**src/rtl/fetch_unit.sv**
```systemverilog
// Instruction fetch unit: single-outstanding memory reader feeding a word queue that
// presents one- or two-word instruction bundles. Define FETCH_PREFETCH_EN for a 4-deep prefetching queue.
module fetch_unit (
  input  logic        clk,
  input  logic        rst,
  output logic        mem_req,
  output logic [15:0] mem_addr,
  input  logic        mem_ack,
  input  logic [15:0] mem_data,
  input  logic        redirect,
  input  logic [15:0] redirect_pc,
  output logic        out_valid,
  input  logic        out_ready,
  output logic [15:0] instruction,
  output logic [15:0] imm_word,
  output logic [15:0] instr_pc
);

`ifdef FETCH_PREFETCH_EN
  localparam int DEPTH    = 4;
  localparam bit PREFETCH = 1'b1;
`else
  localparam int DEPTH    = 2;
  localparam bit PREFETCH = 1'b0;
`endif
  localparam int PW = $clog2(DEPTH);
  localparam int CW = PW + 1;

  typedef enum logic [1:0] {IDLE, REQ, DISCARD} state_t;

  state_t        state, state_nxt;
  logic [15:0]   q [DEPTH];
  logic [PW-1:0] rd_ptr, rd_nxt, wr_ptr, head2_ptr;
  logic [CW-1:0] count, count_nxt, count_pop, pop_n;
  logic [15:0]   fetch_addr, fetch_nxt, addr_r, head_pc, redirect_al, head_nxt;
  logic          head_two, bundle_ok, fire, wr_en, valid_nxt, room, gate;

  assign redirect_al = redirect_pc & 16'hFFFE;
  assign head_two    = q[rd_ptr][15];
  assign head2_ptr   = rd_ptr + PW'(1);
  assign wr_ptr      = rd_ptr + count[PW-1:0];
  assign bundle_ok   = (count != '0) && (!head_two || count >= CW'(2));
  assign fire        = bundle_ok && out_ready && !redirect;
  assign pop_n       = fire ? (head_two ? CW'(2) : CW'(1)) : '0;
  assign wr_en       = (state == REQ) && mem_ack && !redirect;
  assign count_pop   = count - pop_n;
  assign rd_nxt      = rd_ptr + pop_n[PW-1:0];
  assign count_nxt   = redirect ? '0 : count_pop + CW'(wr_en);
  assign fetch_nxt   = redirect ? redirect_al :
                       ((state == REQ) && mem_ack) ? fetch_addr + 16'd2 : fetch_addr;

  // Look ahead at next cycle's queue so the non-prefetch build never requests
  // while a complete bundle will be sitting at the head.
  assign head_nxt  = (count_pop == '0) ? mem_data : q[rd_nxt];
  assign valid_nxt = (count_nxt != '0) && (!head_nxt[15] || count_nxt >= CW'(2));
  assign room      = count_nxt < CW'(DEPTH);
  assign gate      = PREFETCH || !valid_nxt;

  always_ff @(posedge clk or posedge rst) begin
    if (rst) state <= IDLE;
    else     state <= state_nxt;
  end

  always_comb begin
    state_nxt = state;
    case (state)
      IDLE:    if (room && gate) state_nxt = REQ;
      REQ: begin
        if (redirect)     state_nxt = mem_ack ? IDLE : DISCARD;
        else if (mem_ack) state_nxt = (room && gate) ? REQ : IDLE;
      end
      DISCARD: if (mem_ack) state_nxt = IDLE;
      default: state_nxt = IDLE;
    endcase
  end

  always_comb begin
    mem_req     = (state != IDLE);
    mem_addr    = addr_r;
    out_valid   = bundle_ok;
    instruction = bundle_ok ? q[rd_ptr] : 16'h0000;
    imm_word    = (bundle_ok && head_two) ? q[head2_ptr] : 16'h0000;
    instr_pc    = head_pc;
  end

  // Request address is latched on issue so it stays put through DISCARD.
  always_ff @(posedge clk or posedge rst) begin
    if (rst) begin
      count      <= '0;
      rd_ptr     <= '0;
      fetch_addr <= 16'h0000;
      addr_r     <= 16'h0000;
      head_pc    <= 16'h0000;
      for (int i = 0; i < DEPTH; i++) q[i] <= 16'h0000;
    end else begin
      count      <= count_nxt;
      rd_ptr     <= rd_nxt;
      fetch_addr <= fetch_nxt;
      if (wr_en) q[wr_ptr] <= mem_data;
      if (state_nxt == REQ && (state != REQ || mem_ack)) addr_r <= fetch_nxt;
      if (redirect)  head_pc <= redirect_al;
      else if (fire) head_pc <= head_pc + (head_two ? 16'd4 : 16'd2);
    end
  end

endmodule

```
**config.mk**
```make
export PLATFORM = sky130hd
export DESIGN_NAME = fetch_unit
export DESIGN_NICKNAME = d
export VERILOG_FILES = /design/src/rtl/fetch_unit.sv
export SDC_FILE = /design/constraint.sdc
export NUM_CORES = 1
export LEC_CHECK = 0
export ABC_AREA = 1
export BUFFER_PORTS_ARGS = -buffer_cell sky130_fd_sc_hd__buf_2
export CORE_UTILIZATION = 59
export DETAILED_ROUTE_END_ITERATION = 10
export HOLD_SLACK_MARGIN = 0.02
export MAX_ROUTING_LAYER = met4
export PLACE_DENSITY = 0.86
export SETUP_SLACK_MARGIN = 0.4
export SKIP_LAST_GASP = 1
export SLEW_MARGIN = 10
export SYNTH_ARGS = -nofsm -noshare
export SYNTH_HDL_FRONTEND = slang
export SYNTH_SLANG_ARGS = --single-unit
```
**constraint.sdc**
```tcl
create_clock -name clk -period 5.6 [get_ports clk]
set_input_delay 0.28 -clock clk [delete_from_list [all_inputs] [get_ports clk]]
set_output_delay 0.28 -clock clk [all_outputs]
set_load 0.1 [all_outputs]
```
==> summary.md <==
| Metric | Value |
|---|---|
| Core ar. | around 0.0073 mm^2 |
| Vias | a little over 4,000 |
| Area of the multi-input gates | roughly 0.0020 mm^2 |
| Max clock buf depth | 2 |
| Place WS | about 2.1 ns |
| Post-synthesis register bit count | between 80 and 90 |
| Hold WC Path Type | in2reg |
| Placed Cells | around 740 |
| First-pass GRT wire length | about 17 mm |
| DP Wirelength | approximately 7.5 mm |
| ANT cells | 0 |
| PostCTS Resize Cnt | 0 |
| Post-Layout Cell Count | about 760 |
| DRC | 0 |
| Max-cap violation count | 0 |
| CP top delay family | simple AND/OR/NAND/NOR gates |
| TritonCTS Buffers | 9 |
| DR WL/cell | roughly 14 um |
| Period utilization | 0.637 |
| I/O pin count | just over 100 |
| Routed WL | about 10 mm |
| GRT Util Overall | 0.289 |
| CP cell instances | buf_4 > inv_2 > nand2_2 > nand2_2 > clkinv_2 > nand2_2 > nand2_4 > nand3_4 > inv_1 > nand2_1 > inv_1 > ha_1 > inv_1 > ha_1 > nand3b_1 > nand3_1 > nand3_2 > nand2_4 > nand2_4 > nand2_1 > nand2_1 |
| Total grt overflow | 0 |
| Starting DRC count in detailed routing | roughly 200 |
| # clock sinks | 84 |
| Antenna violations before repair | 0 |
| Post-synth ARST share | 1.00 |
| Buf+Inv Stages, Crit Path | 6 |
| Max incr delay on CP | just over 0.4 ns |
| GPL Wtd Cong | approximately 0.85 |
| RSZ-0062 raised after global routing | false |
| Die area | approximately 0.0080 mm^2 |
| Total power | 3.16 mW |
| Count of pins over their slew limit | 0 |
| Clock latency on the worst-skew pair | 0.35 ns |
| Status | complete, no violations |
| Setup_tns | 0 ns |
| Leakage power | between 2 and 3 nW |
| Max VDD drop | approximately 540 uV |
| Worst Path Arrival | roughly 3.8 ns |
| Clk pin slew, worst setup/hold paths | 0.09 ns |
| Final min period | roughly 3.6 ns |
| Sequential fraction of the synthesis area | 0.466 |
| Final Hold Violating Endpoints | 0 |
| CP max FO | 34 |
| PortBufs | 100 |
| Vias in the first global route | roughly 3,900 |
| Final Instance Area | 0.00526 mm^2 |
| FP Rows | 31 |
| Hold-fix buffers, CTS | 0 |
| Clk_skew | a little over 0.009 ns |
| Synth cell types | 41 |
| Tightest Pin Transition | 1.04 ns |
| Final setup vio count | 0 |
| Placed instance area | 0.00502 mm^2 |
| CP required | ~5.8 ns |
| Largest net degree at the start of global routing | between 80 and 90 |
| Slew HR | 0.308 |
| Drt pass-1 iters | 5 |
| Final antenna-violating net count | 0 |
| Crit-path slowest cell | inv_2 |
| Synthesized cell area | 0.00452 mm^2 |
| P&R area growth vs syn | 16.6% |
| Avg Cell Area, Syn | between 7 and 8 um^2 |
| Setup crit start kind | flop |
| Post-CTS Setup Bufs | 0 |
| CP endpoint kind | flop |
| Mapped Cells | around 570 |
| Storage element area | about 0.0021 mm^2 |
| Pwr Density | 601 mW/mm^2 |
| Main synth FF type | dfrtp_1 |
| Post-synth EDFFs | 0 |
| DIE HEIGHT | ~89 um |
| Starting density of the core | 0.616 |
| Nets | 696 |
| Root buf cell | clkbuf_8 |
| Fill cells | 574 |
| Fmax | 0.281 GHz |
| Share of layout cells above drive strength 1 | 0.208 |
| CTS tree | yes |
| Yosys warns | 0 |
| Final worst setup slack | a little over 2 ns |
| Crit Path Category | reg2reg |
| Via density | 5.46 |
| H-Tree Depth | 3 |
| DIE WIDTH | just under 90 um |
| Mapped Nets | around 610 |
worst min-delay path: cells and delay by family:
| kind | cells | cell delay, ns |
|---|---|---|
| AO/OA/AOI/OAI | 1 | 0.07 |
| buffers and inverters | 1 | 0.07 |
| AND/OR/NAND/NOR | 1 | 0.07 |
cell type report:
class                      count  area share
clock buffer                  10      0.0242
clock inverter                 6      0.0212
sequential                    84       0.399
timing repair buffer         102      0.0979
multi-input combinational    379       0.378
inverter                      77      0.0554
tap                           99      0.0235
synthesized netlist by cell type, types with 4 or more instances:
cell type / number / area [um^2]
a211oi_1: 28 / 210
a21oi_1: 8 / 40.0
ha_1: 5 / 62.6
buf_4: 5 / 37.5
inv_1: 75 / 282
nand3_1: 30 / 150
nand2_1: 136 / 510
xor2_1: 11 / 96.3
o21ai_0: 53 / 265
nor2_1: 49 / 184
o221ai_1: 6 / 52.6
nand3_2: 4 / 40.0
nor3_1: 8 / 40.0
clkbuf_1: 15 / 56.3
nand4_1: 5 / 31.3
dfrtp_1: 84 / 2100
state kept, by name (all words and copies together) (netlist names):
register and flops:
fetch_addr 16, count 2, mem_addr 16, instr_pc 15, q 32, rd_ptr 1, state 2
worst paths after layout:
kind	start	to	slack [ns]	depth (start not counted)
worst max-delay path	rd_ptr$_DFF_PP0_	mem_addr[15]$_DFFE_PP0P_	2.04	21
worst min-delay path	redirect_pc[5]	instr_pc[5]$_DFFE_PP0N_	0.19	3
worst max register to register	rd_ptr$_DFF_PP0_	mem_addr[15]$_DFFE_PP0P_	2.04	21
worst min register to register	mem_addr[1]$_DFFE_PP0P_	mem_addr[1]$_DFFE_PP0P_	0.47	2
max in group asynchronous	rst	fetch_addr[6]$_DFF_PP0_	4.69	3
min in group asynchronous	rst	mem_addr[8]$_DFFE_PP0P_	0.25	3
kinds of logic after synthesis:
family,share of synthesized area
adders and majority gates,0.0183
and+or+nand+nor,0.249
buffers and inverters,0.0934
AOI/OAI and AO/OA,0.144
xor gates and xnor gates,0.0272
other,0.000830
DFF,0.466
muxes,0.00222
routing by layer:
layer / part of all wire / track usage
met3: 0.042 / 0.0480
met2: 0.51 / 0.497
met5: 0 / -
met4: 0.031 / 0.140
met1: 0.41 / 0.327
stage by stage:
| step | hold WS, ns | utilization |
|---|---|---|
| finish | 0.190 | 0.718 |
| global route | 0.192 | 0.718 |
| CTS | 0.180 | 0.718 |
| detailed placement | 0.457 | 0.685 |
| global placement | 0.454 | 0.685 |
| floorplan | 0.417 | - |
layout by cell type (no fill, tap or decap), types with 2 or more instances in the layout:
cell,instances
clkbuf_8,9
and2_1,3
clkinv_2,3
o211ai_1,3
nand2_4,3
xor2_1,11
nand2_2,3
o221ai_1,6
nor3_1,8
o21ai_1,2
nand4_1,5
nand3_4,2
nand2_1,136
buf_2,100
ha_1,5
inv_1,74
buf_4,2
nor2_1,49
nand3_1,30
bufinv_16,3
dfrtp_1,84
o21ai_0,53
a21oi_1,8
a211oi_1,28
nor2_2,2
nand3_2,4
xnor2_1,3
a31oi_1,3
report_power, final:
part           total (mW)  internal [mW]  switching, mW
combinational        1.70          0.321           1.38
sequential          0.957          0.811          0.146
clock               0.511          0.297          0.213
total                3.16           1.43           1.73
No activity file was read; power rests on OpenSTA's default activity.
